===== src/rtl/alu_op_sequencer.sv =====
// Issues queued ALU requests one at a time, waits the ALU latency and returns C/z with the tag.
// Optional result checker enabled by defining ALU_RESULT_CHECK_EN.
module alu_op_sequencer #(
   parameter int unsigned DEPTH   = 4,
   parameter int unsigned ALU_LAT = 1,
   parameter int unsigned TAG_W   = 4
) (
   input  logic             clk,
   input  logic             rst_n,
   input  logic             req_valid,
   output logic             req_ready,
   input  logic [15:0]      req_a,
   input  logic [15:0]      req_b,
   input  logic [2:0]       req_op,
   input  logic [TAG_W-1:0] req_tag,
   output logic [15:0]      alu_a,
   output logic [15:0]      alu_b,
   output logic [2:0]       alu_op,
   input  logic [15:0]      alu_c,
   input  logic             alu_z,
   output logic             rsp_valid,
   input  logic             rsp_ready,
   output logic [15:0]      rsp_c,
   output logic             rsp_z,
   output logic [TAG_W-1:0] rsp_tag,
   output logic             rsp_err,
   output logic             busy
);

   localparam int unsigned DW    = 16;
   localparam int unsigned PTR_W = (DEPTH > 1) ? $clog2(DEPTH) : 1;
   localparam int unsigned CNT_W = $clog2(DEPTH) + 1;
   localparam int unsigned LAT_W = (ALU_LAT > 1) ? $clog2(ALU_LAT) : 1;

   localparam logic [1:0] S_IDLE = 2'd0;
   localparam logic [1:0] S_WAIT = 2'd1;
   localparam logic [1:0] S_RESP = 2'd2;

   typedef struct packed {
      logic [DW-1:0]    a;
      logic [DW-1:0]    b;
      logic [2:0]       op;
      logic [TAG_W-1:0] tag;
   } req_t;

   req_t             mem_q [DEPTH];
   req_t             head_c;
   logic [PTR_W-1:0] wr_ptr_q, rd_ptr_q;
   logic [CNT_W-1:0] count_q, count_d;
   logic             req_ready_q;
   logic             push_c, pop_c, capture_c;

   logic [1:0]       state_q, state_d;
   logic [LAT_W-1:0] cnt_q, cnt_d;
   logic [DW-1:0]    alu_a_q, alu_a_d, alu_b_q, alu_b_d;
   logic [2:0]       alu_op_q, alu_op_d;
   logic [TAG_W-1:0] tag_q, tag_d;
   logic             rsp_valid_q, rsp_valid_d;
   logic [DW-1:0]    rsp_c_q, rsp_c_d;
   logic             rsp_z_q, rsp_z_d;
   logic [TAG_W-1:0] rsp_tag_q, rsp_tag_d;
   logic             busy_q;

   assign push_c  = req_valid && req_ready_q;
   assign head_c  = mem_q[rd_ptr_q];
   assign count_d = count_q + CNT_W'(push_c) - CNT_W'(pop_c);

   // Storage only; validity is tracked by the pointers and count.
   always_ff @(posedge clk) begin
      if (push_c) begin
         mem_q[wr_ptr_q] <= '{a: req_a, b: req_b, op: req_op, tag: req_tag};
      end
   end

   always_ff @(posedge clk or negedge rst_n) begin
      if (!rst_n) begin
         wr_ptr_q    <= '0;
         rd_ptr_q    <= '0;
         count_q     <= '0;
         req_ready_q <= 1'b0;
         busy_q      <= 1'b0;
      end else begin
         if (push_c) wr_ptr_q <= wr_ptr_q + PTR_W'(1);
         if (pop_c)  rd_ptr_q <= rd_ptr_q + PTR_W'(1);
         count_q     <= count_d;
         req_ready_q <= (count_d != CNT_W'(DEPTH));
         busy_q      <= (count_d != '0) || (state_d != S_IDLE);
      end
   end

   always_ff @(posedge clk or negedge rst_n) begin
      if (!rst_n) begin
         state_q     <= S_IDLE;
         cnt_q       <= '0;
         alu_a_q     <= '0;
         alu_b_q     <= '0;
         alu_op_q    <= 3'd0;
         tag_q       <= '0;
         rsp_valid_q <= 1'b0;
         rsp_c_q     <= '0;
         rsp_z_q     <= 1'b0;
         rsp_tag_q   <= '0;
      end else begin
         state_q     <= state_d;
         cnt_q       <= cnt_d;
         alu_a_q     <= alu_a_d;
         alu_b_q     <= alu_b_d;
         alu_op_q    <= alu_op_d;
         tag_q       <= tag_d;
         rsp_valid_q <= rsp_valid_d;
         rsp_c_q     <= rsp_c_d;
         rsp_z_q     <= rsp_z_d;
         rsp_tag_q   <= rsp_tag_d;
      end
   end

   // Next state: pop_c marks an issue of the FIFO head, shared by IDLE and back-to-back RESP.
   always_comb begin
      state_d     = state_q;
      cnt_d       = cnt_q;
      alu_a_d     = alu_a_q;
      alu_b_d     = alu_b_q;
      alu_op_d    = alu_op_q;
      tag_d       = tag_q;
      rsp_valid_d = rsp_valid_q;
      rsp_c_d     = rsp_c_q;
      rsp_z_d     = rsp_z_q;
      rsp_tag_d   = rsp_tag_q;
      pop_c       = 1'b0;
      capture_c   = 1'b0;

      case (state_q)
         S_IDLE: begin
            if (count_q != '0) pop_c = 1'b1;
            else               alu_op_d = 3'd0;
         end
         S_WAIT: begin
            if (cnt_q == '0) begin
               capture_c   = 1'b1;
               rsp_c_d     = alu_c;
               rsp_z_d     = alu_z;
               rsp_tag_d   = tag_q;
               rsp_valid_d = 1'b1;
               state_d     = S_RESP;
            end else begin
               cnt_d = cnt_q - LAT_W'(1);
            end
         end
         S_RESP: begin
            if (rsp_ready) begin
               rsp_valid_d = 1'b0;
               if (count_q != '0) begin
                  pop_c = 1'b1;
               end else begin
                  alu_op_d = 3'd0;
                  state_d  = S_IDLE;
               end
            end
         end
         default: state_d = S_IDLE;
      endcase

      if (pop_c) begin
         alu_a_d  = head_c.a;
         alu_b_d  = head_c.b;
         alu_op_d = head_c.op;
         tag_d    = head_c.tag;
         cnt_d    = LAT_W'(ALU_LAT - 1);
         state_d  = S_WAIT;
      end
   end

`ifdef ALU_RESULT_CHECK_EN
   logic [DW-1:0] exp_c_c;
   logic          chk_op_c;
   logic          err_c;
   logic          rsp_err_q;

   // Reference model of the issued operation; NOP and reserved codes are never flagged.
   always_comb begin
      exp_c_c  = '0;
      chk_op_c = 1'b1;
      case (alu_op_q)
         3'd1:    exp_c_c = alu_a_q;
         3'd2:    exp_c_c = alu_a_q + alu_b_q;
         3'd3:    exp_c_c = alu_a_q - alu_b_q;
         3'd4:    exp_c_c = alu_a_q << alu_b_q[3:0];
         3'd6:    exp_c_c = alu_a_q >> alu_b_q[3:0];
         default: chk_op_c = 1'b0;
      endcase
      err_c = chk_op_c && ((alu_c != exp_c_c) || (alu_z != (exp_c_c == '0)));
   end

   always_ff @(posedge clk or negedge rst_n) begin
      if (!rst_n)                       rsp_err_q <= 1'b0;
      else if (capture_c)               rsp_err_q <= err_c;
      else if (rsp_valid_q && rsp_ready) rsp_err_q <= 1'b0;
   end

   assign rsp_err = rsp_err_q;
`else
   assign rsp_err = 1'b0;
`endif

   assign req_ready = req_ready_q;
   assign alu_a     = alu_a_q;
   assign alu_b     = alu_b_q;
   assign alu_op    = alu_op_q;
   assign rsp_valid = rsp_valid_q;
   assign rsp_c     = rsp_c_q;
   assign rsp_z     = rsp_z_q;
   assign rsp_tag   = rsp_tag_q;
   assign busy      = busy_q;

endmodule

===== config.mk =====
export PLATFORM = sky130hd
export DESIGN_NAME = alu_op_sequencer
export DESIGN_NICKNAME = d
export VERILOG_FILES = /design/src/rtl/alu_op_sequencer.sv
export SDC_FILE = /design/constraint.sdc
export NUM_CORES = 1
export LEC_CHECK = 0
export ABC_AREA = 1
export CAP_MARGIN = 5
export CORE_MARGIN = 8
export CORE_UTILIZATION = 59
export CTS_CLUSTER_DIAMETER = 100
export CTS_CLUSTER_SIZE = 40
export DETAILED_ROUTE_END_ITERATION = 12
export PLACE_DENSITY = 0.84
export SKIP_CTS_REPAIR_TIMING = 1
export SLEW_MARGIN = 40
export SYNTH_ARGS = -nofsm -noshare
export SYNTH_HDL_FRONTEND = slang
export SYNTH_SLANG_ARGS = --single-unit

===== constraint.sdc =====
create_clock -name clk -period 5.5 [get_ports clk]
set_input_delay 1.1 -clock clk [delete_from_list [all_inputs] [get_ports clk]]
set_output_delay 1.1 -clock clk [all_outputs]
set_load 0.01 [all_outputs]

==> impl_metrics.tcl, run 1 <==
set metrics [dict create \
    status "finished, final reports clean" \
    drtIter0Drc 494 \
    timing.final.crit_period_ns 3.35 \
    vdd_drop_max_v 0.000360 \
    met2_usage 0.340 \
    cts_tree "done" \
    final_nets 1089 \
    syn-cell-area_sq_um 9360 \
    cts_buffers 9 \
    synth-main-ff-cell "edfxtp_1" \
    ant_nets 0 \
    h-tree-depth 1 \
    grt_max_degree 91 \
    boundaryPins 120 \
    cellPowerDensity_nw_per_um2 525 \
    synth_edf_count 156 \
    dieArea_sq_um 20200 \
    dpl.hpwl_microns 12400 \
    root_buffer "clkbuf_16" \
    timing.hold.ws_ns 0.486 \
    num_vias 6261 \
    hold-path-cell-count 2 \
    yosys_warnings 0 \
    path_buf_inv 3 \
    async_flop_share 0.316 \
    finalCritPeriodShare 0.608 \
    via_per_inst 5.05 \
    slew_viol_final 0 \
    antenna_found_initial 0 \
    stdcell_area_sq_um 11000 \
    p_leak_nw 4.86 \
    worstSetupEndpointType "flop" \
    grt_overflow_total 0 \
    n_fill_cell 1114 \
    yosys.area.top_type_share 0.500 \
    tightest_slew_ns 0.803 \
    grt_busiest_layer "met2" \
    drive_gt1_frac 0.0342 \
    drv_cap 0 \
    placed_area_sq_um 10700 \
    grt_setup_unrepaired "false" \
    grt_pass1_wl_microns 30000 \
    cpPeakStageDelay_ns 0.58 \
    clk_pin_slew_ns 0.13 \
    criticalPathCategory "in2reg" \
    finalHoldViolCount 0 \
    cp.arrival_ns 3.72 \
    drc_errors 0 \
    cpLargestDelayFamily "buffers and inverters" \
    die_w_microns 142 \
    cp-start-kind "input port" \
    synth_nets 988 \
    grt_pass1_vias 6187 \
    clk_latency_ns 0.47 \
    clock.fmax_ghz 0.299 \
    cp_cell_sequence "clkdlybuf4s50_1, o21ai_4, nor2_4, buf_4, ha_1, inv_1, ha_1, fa_1, nor2_1, nand2_1, nor2_1, nand2_1" \
    track_usage 0.187 \
    fin_skew_ns 0.0220 \
    clockBufferDepth 3 \
    drt_wl_total_microns 19000 \
    crit_fanout 45 \
    dr.pass1.iters 5 \
    start_util 0.596 \
    fin_tns_setup_ns 0 \
    synth_cell_types 25 \
    synthToLayoutAreaGrowth_pct 17.1 \
    postSynthAreaPerCell_sq_um 10.2 \
    port_buffers 118 \
    wl_per_cell_microns 15.4 \
    grt_util_met3 0.0221 \
    cts.sinks 228 \
    worst_ep_required_time_ns 5.87 \
    setup_viol 0 \
    relSlewSlack 0.464 \
    core-area_sq_um 15700 \
    gp_routability_congestion 0.751 \
    yosysTopAreaCell "edfxtp_1" \
    cp.depth 12 \
    n_antenna_cell 0 \
    r2r_cells 13 \
    ys_seq_area_frac 0.693 \
    synth_commonest_cells "nand2_1 (365), edfxtp_1 (156), nor2_1 (138)" \
    ys_seq_elements 228 \
    grtUsageMet1 0.226 \
    syn_inst 921 \
    die_y_microns 142 \
    ys_top_cells_by_area "edfxtp_1 (50%), dfrtp_1 (19%), nand2_1 (15%)" \
    slowest_stage "clkdlybuf4s50_1" \
    num_rows 46 \
    yosysMostFrequentCell "nand2_1" \
    hold_path_class "reg2reg" \
]
[registers in the layout, indices dropped and copies added (netlist names)]
| signal | flops |
|---|---|
| rsp_c | 16 |
| rd_ptr_q | 2 |
| rsp_valid | 1 |
| count_q | 3 |
| tag_q | 4 |
| req_ready | 1 |
| mem_q | 156 |
| state_q | 2 |
| alu_a | 16 |
| busy | 1 |
| rsp_z | 1 |
| rsp_tag | 4 |
| wr_ptr_q | 2 |
| alu_b | 16 |
| alu_op | 3 |
[final timing paths]
path                            startpoint  slack [ns]          end
worst min-delay path              rsp_c[4]        0.49     rsp_c[4]
worst max-delay path             rsp_ready        2.15         busy
worst max register to register  count_q[2]        2.85         busy
worst min register to register    rsp_c[4]        0.49     rsp_c[4]
max in group asynchronous            rst_n        4.33  rd_ptr_q[0]
min in group asynchronous            rst_n        0.63     alu_a[4]
[through the flow]
stage / util / power, mW / setup slack, ns / cells
final: 0.698 / 5.75 / 2.15 / 1240
after global routing: 0.698 / 6.16 / 1.96 / 1240
after CTS: 0.696 / 5.78 / 2.15 / 1239
after detailed placement: 0.680 / 5.00 / 1.65 / 1226
after global placement: 0.676 / 4.86 / 1.71 / 1222
after floorplan: - / 4.14 / 2.14 / 921
[worst register-to-register path: cells and delay by family, from the launching register on]
kind          cells  cell delay (ns)
fa+ha+maj         3             0.91
buf+inv           4             0.70
flops             1             0.39
simple gates      6             0.56
[kinds of logic (layout without fill, tap and decap cells)]
logic type,count (synthesis),count (layout),share of synthesized area
and+or+nand+nor,525,525,0.215
DFF,228,228,0.693
buffers and inverters,142,245,0.0696
AOI/OAI and AO/OA,15,15,0.00922
adders and majority gates,7,7,0.0102
xor gates and xnor gates,3,3,0.00281
other,1,1,0.000401
[final cells by class]
cell class	instances	area, sq um	area share
Inverter	104	390	0.0356
Tap cell	216	270	0.0247
Clock buffer	11	233	0.0212
Clock inverter	2	16.3	0.00148
Sequential cell	228	6490	0.592
Timing Repair Buffer	128	1300	0.119
Multi-Input combinational cell	551	2260	0.206
[cell usage in the layout (no fill, tap or decap)]
master	Yosys	final
nor2_4	1	5
dfrtp_4	0	2
clkdlybuf4s50_1	0	117
o21ai_4	1	1
nand3_2	1	1
conb_1	1	1
nand2_1	365	365
edfxtp_1	156	156
fa_1	1	1
buf_8	0	4
buf_4	15	5
nand2_4	0	1
clkbuf_1	4	2
o21ai_0	6	6
dfrtp_1	72	70
a21oi_1	4	4
buf_12	0	1
xor2_1	2	2
clkbuf_16	0	9
o21ai_1	4	4
inv_1	101	101
ha_1	6	6
nand3_1	18	18
inv_2	3	3
buf_6	2	1
inv_8	0	1
xnor2_1	1	1
nor2_1	138	134
clkinv_2	0	1
nand4_1	1	1
[layer usage]
layer	share of wire	routed length, microns
met1	0.43	8110
met2	0.50	9570
met3	0.050	956
met4	0.021	403
met5	0	0
[power by group]
| group | switching [mW] | leakage (nW) | total [mW] | internal (mW) |
|---|---|---|---|---|
| logic | 1.43 | 2.44 | 2.36 | 0.920 |
| registers | 0.262 | 2.30 | 2.61 | 2.35 |
| clock network | 0.477 | 0.123 | 0.788 | 0.311 |
| total | 2.17 | 4.86 | 5.75 | 3.58 |
(Power assumes the default switching activity.)
==> run 2: changes to the inputs <==
CORE_UTILIZATION = 50   (was 59)
PLACE_DENSITY = 0.76   (was 0.84)
clock period = 3 ns   (was 5.5 ns; I/O delays follow)
==> run 2 against run 1 <==
Sequential share of layout area is 0.28 points lower. Routed wire length down 5.5%. Worst setup slack got worse by 1.5 ns. Die area grew 16%. Sequential power is 81% higher. Final cell count up 2.0%. Critical path type unchanged. Highest routed layer is now met5.
==> impl_metrics.tcl, run 2 (synthesized netlist as in run 1, its figures left out) <==
set metrics [dict create \
    dr.pass1.iters 4 \
    tightest_slew_ns 0.614 \
    drive_gt1_frac 0.0398 \
    track_usage 0.153 \
    clk_latency_ns 0.47 \
    cpLargestDelayFamily "adder cells" \
    final_nets 1096 \
    placed_area_sq_um 10800 \
    dp_cells 1252 \
    timing.hold.ws_ns 0.120 \
    layout_commonest_cell "nand2_1" \
    regArea_sq_um 6490 \
    largest_register "mem_q" \
    worstSetupEndpointType "flop" \
    worst_slack_ns 0.646 \
    layout.cells.non_filler 1265 \
    grt_pass1_wl_microns 29200 \
    relSlewSlack 0.591 \
    die_y_microns 153 \
    cts_buffers 9 \
    num_rows 50 \
    vdd_drop_max_v 0.000499 \
    fin_skew_ns 0.0110 \
    finalPower_mw 10.5 \
    drt_wl_total_microns 18000 \
    finalCritPeriodShare 0.785 \
    n_fill_cell 1522 \
    pre_cts_ws_ns 0.147 \
    ant_nets 0 \
    cpPeakStageDelay_ns 0.52 \
    criticalPathCategory "in2reg" \
    status "finished, final reports clean" \
    drtIter0Drc 301 \
    drv_cap 0 \
    stdcell_area_sq_um 11000 \
    crit_fanout 4 \
    grt_pass1_vias 5864 \
    port_buffers 118 \
    fin_tns_setup_ns 0 \
    h-tree-depth 1 \
    multi_input_area_sq_um 2250 \
    dieArea_sq_um 23400 \
    worst_ep_required_time_ns 3.38 \
    path_buf_inv 2 \
    utilization 0.595 \
    root_buffer "clkbuf_16" \
    dpl.hpwl_microns 11200 \
    drc_errors 0 \
    grt_setup_unrepaired "false" \
    layout.cells.most_common_list "nand2_1 (365), edfxtp_1 (156), nor2_1 (134)" \
    num_vias 5968 \
    cp-start-kind "input port" \
    largest_reg_flops 156 \
    start_util 0.506 \
    cellPowerDensity_nw_per_um2 952 \
    cts.sinks 228 \
    wl_per_cell_microns 14.2 \
    clock.fmax_ghz 0.425 \
    clockBufferDepth 3 \
    grt_overflow_total 0 \
    finalHoldViolCount 0 \
    hold_path_class "in2async" \
    cp_cell_sequence "clkdlybuf4s50_1, o21ai_4, nor2_4, ha_1, inv_1, ha_1, fa_1, nor2_1, nand2_1, nor2_1, nand2_1" \
    antenna_found_initial 1 \
    gp_routability_congestion 0.767 \
    slew_viol_final 0 \
    slowest_stage "clkdlybuf4s50_1" \
    via_per_inst 4.72 \
    cp.arrival_ns 2.73 \
    boundaryPins 120 \
    setup_viol 0 \
    timing.final.crit_period_ns 2.35 \
    core-area_sq_um 18500 \
    cts_tree "done" \
    grt_max_degree 92 \
    clk_pin_slew_ns 0.13 \
    n_antenna_cell 0 \
    die_w_microns 153 \
    synthToLayoutAreaGrowth_pct 17.6 \
    p_leak_nw 4.89 \
]
-- run 2: changes by cell type in the layout (fill, tap and decap cells not counted), sizes merged --
cell  change
buf       +7
-- run 2: power by group --
part	switching [mW]	leakage [nW]	internal (mW)
clock network	0.873	0.121	0.570
logic	2.59	2.47	1.73
registers	0.424	2.30	4.29
total	3.89	4.89	6.59
-- run 2: worst reg2reg max path: cells and delay by family, from the launching register on --
kind                       cells  cell delay [ns]
adders and majority gates      3             0.91
and+or+nand+nor                6             0.53
DFF                            1             0.42
buffers and inverters          3             0.28
-- run 2: path summary, 6_finish.rpt --
| check | from | end | slack, ns | cells past startpoint |
|---|---|---|---|---|
| worst max-delay path | rsp_ready | busy | 0.65 | 11 |
| worst min-delay path | rst_n | req_ready | 0.12 | 1 |
| worst min register to register | rsp_c[10] | rsp_c[10] | 0.49 | 2 |
| min in group clk | rsp_c[10] | rsp_c[10] | 0.49 | 2 |
| worst max register to register | count_q[1] | busy | 0.77 | 12 |
| max in group asynchronous | rst_n | alu_b[12] | 2.21 | 2 |
-- run 2: layer usage --
layer  share of wire  wire length (microns)  vias to the layer above  track usage
li1                -                      -                     3044            -
met1            0.45                   8100                     2763        0.197
met2            0.48                   8580                      136        0.261
met3           0.053                    947                       23       0.0293
met4           0.020                    362                        2       0.0438
met5         0.00072                     13                        -            0
-- run 2: cell type report --
class	instances	share of cell area
tap	234	0.0266
clock inverter	2	0.00136
multi-input combinational	551	0.205
timing repair buffer	135	0.121
inverter	104	0.0357
sequential	228	0.590
clock buffer	11	0.0211
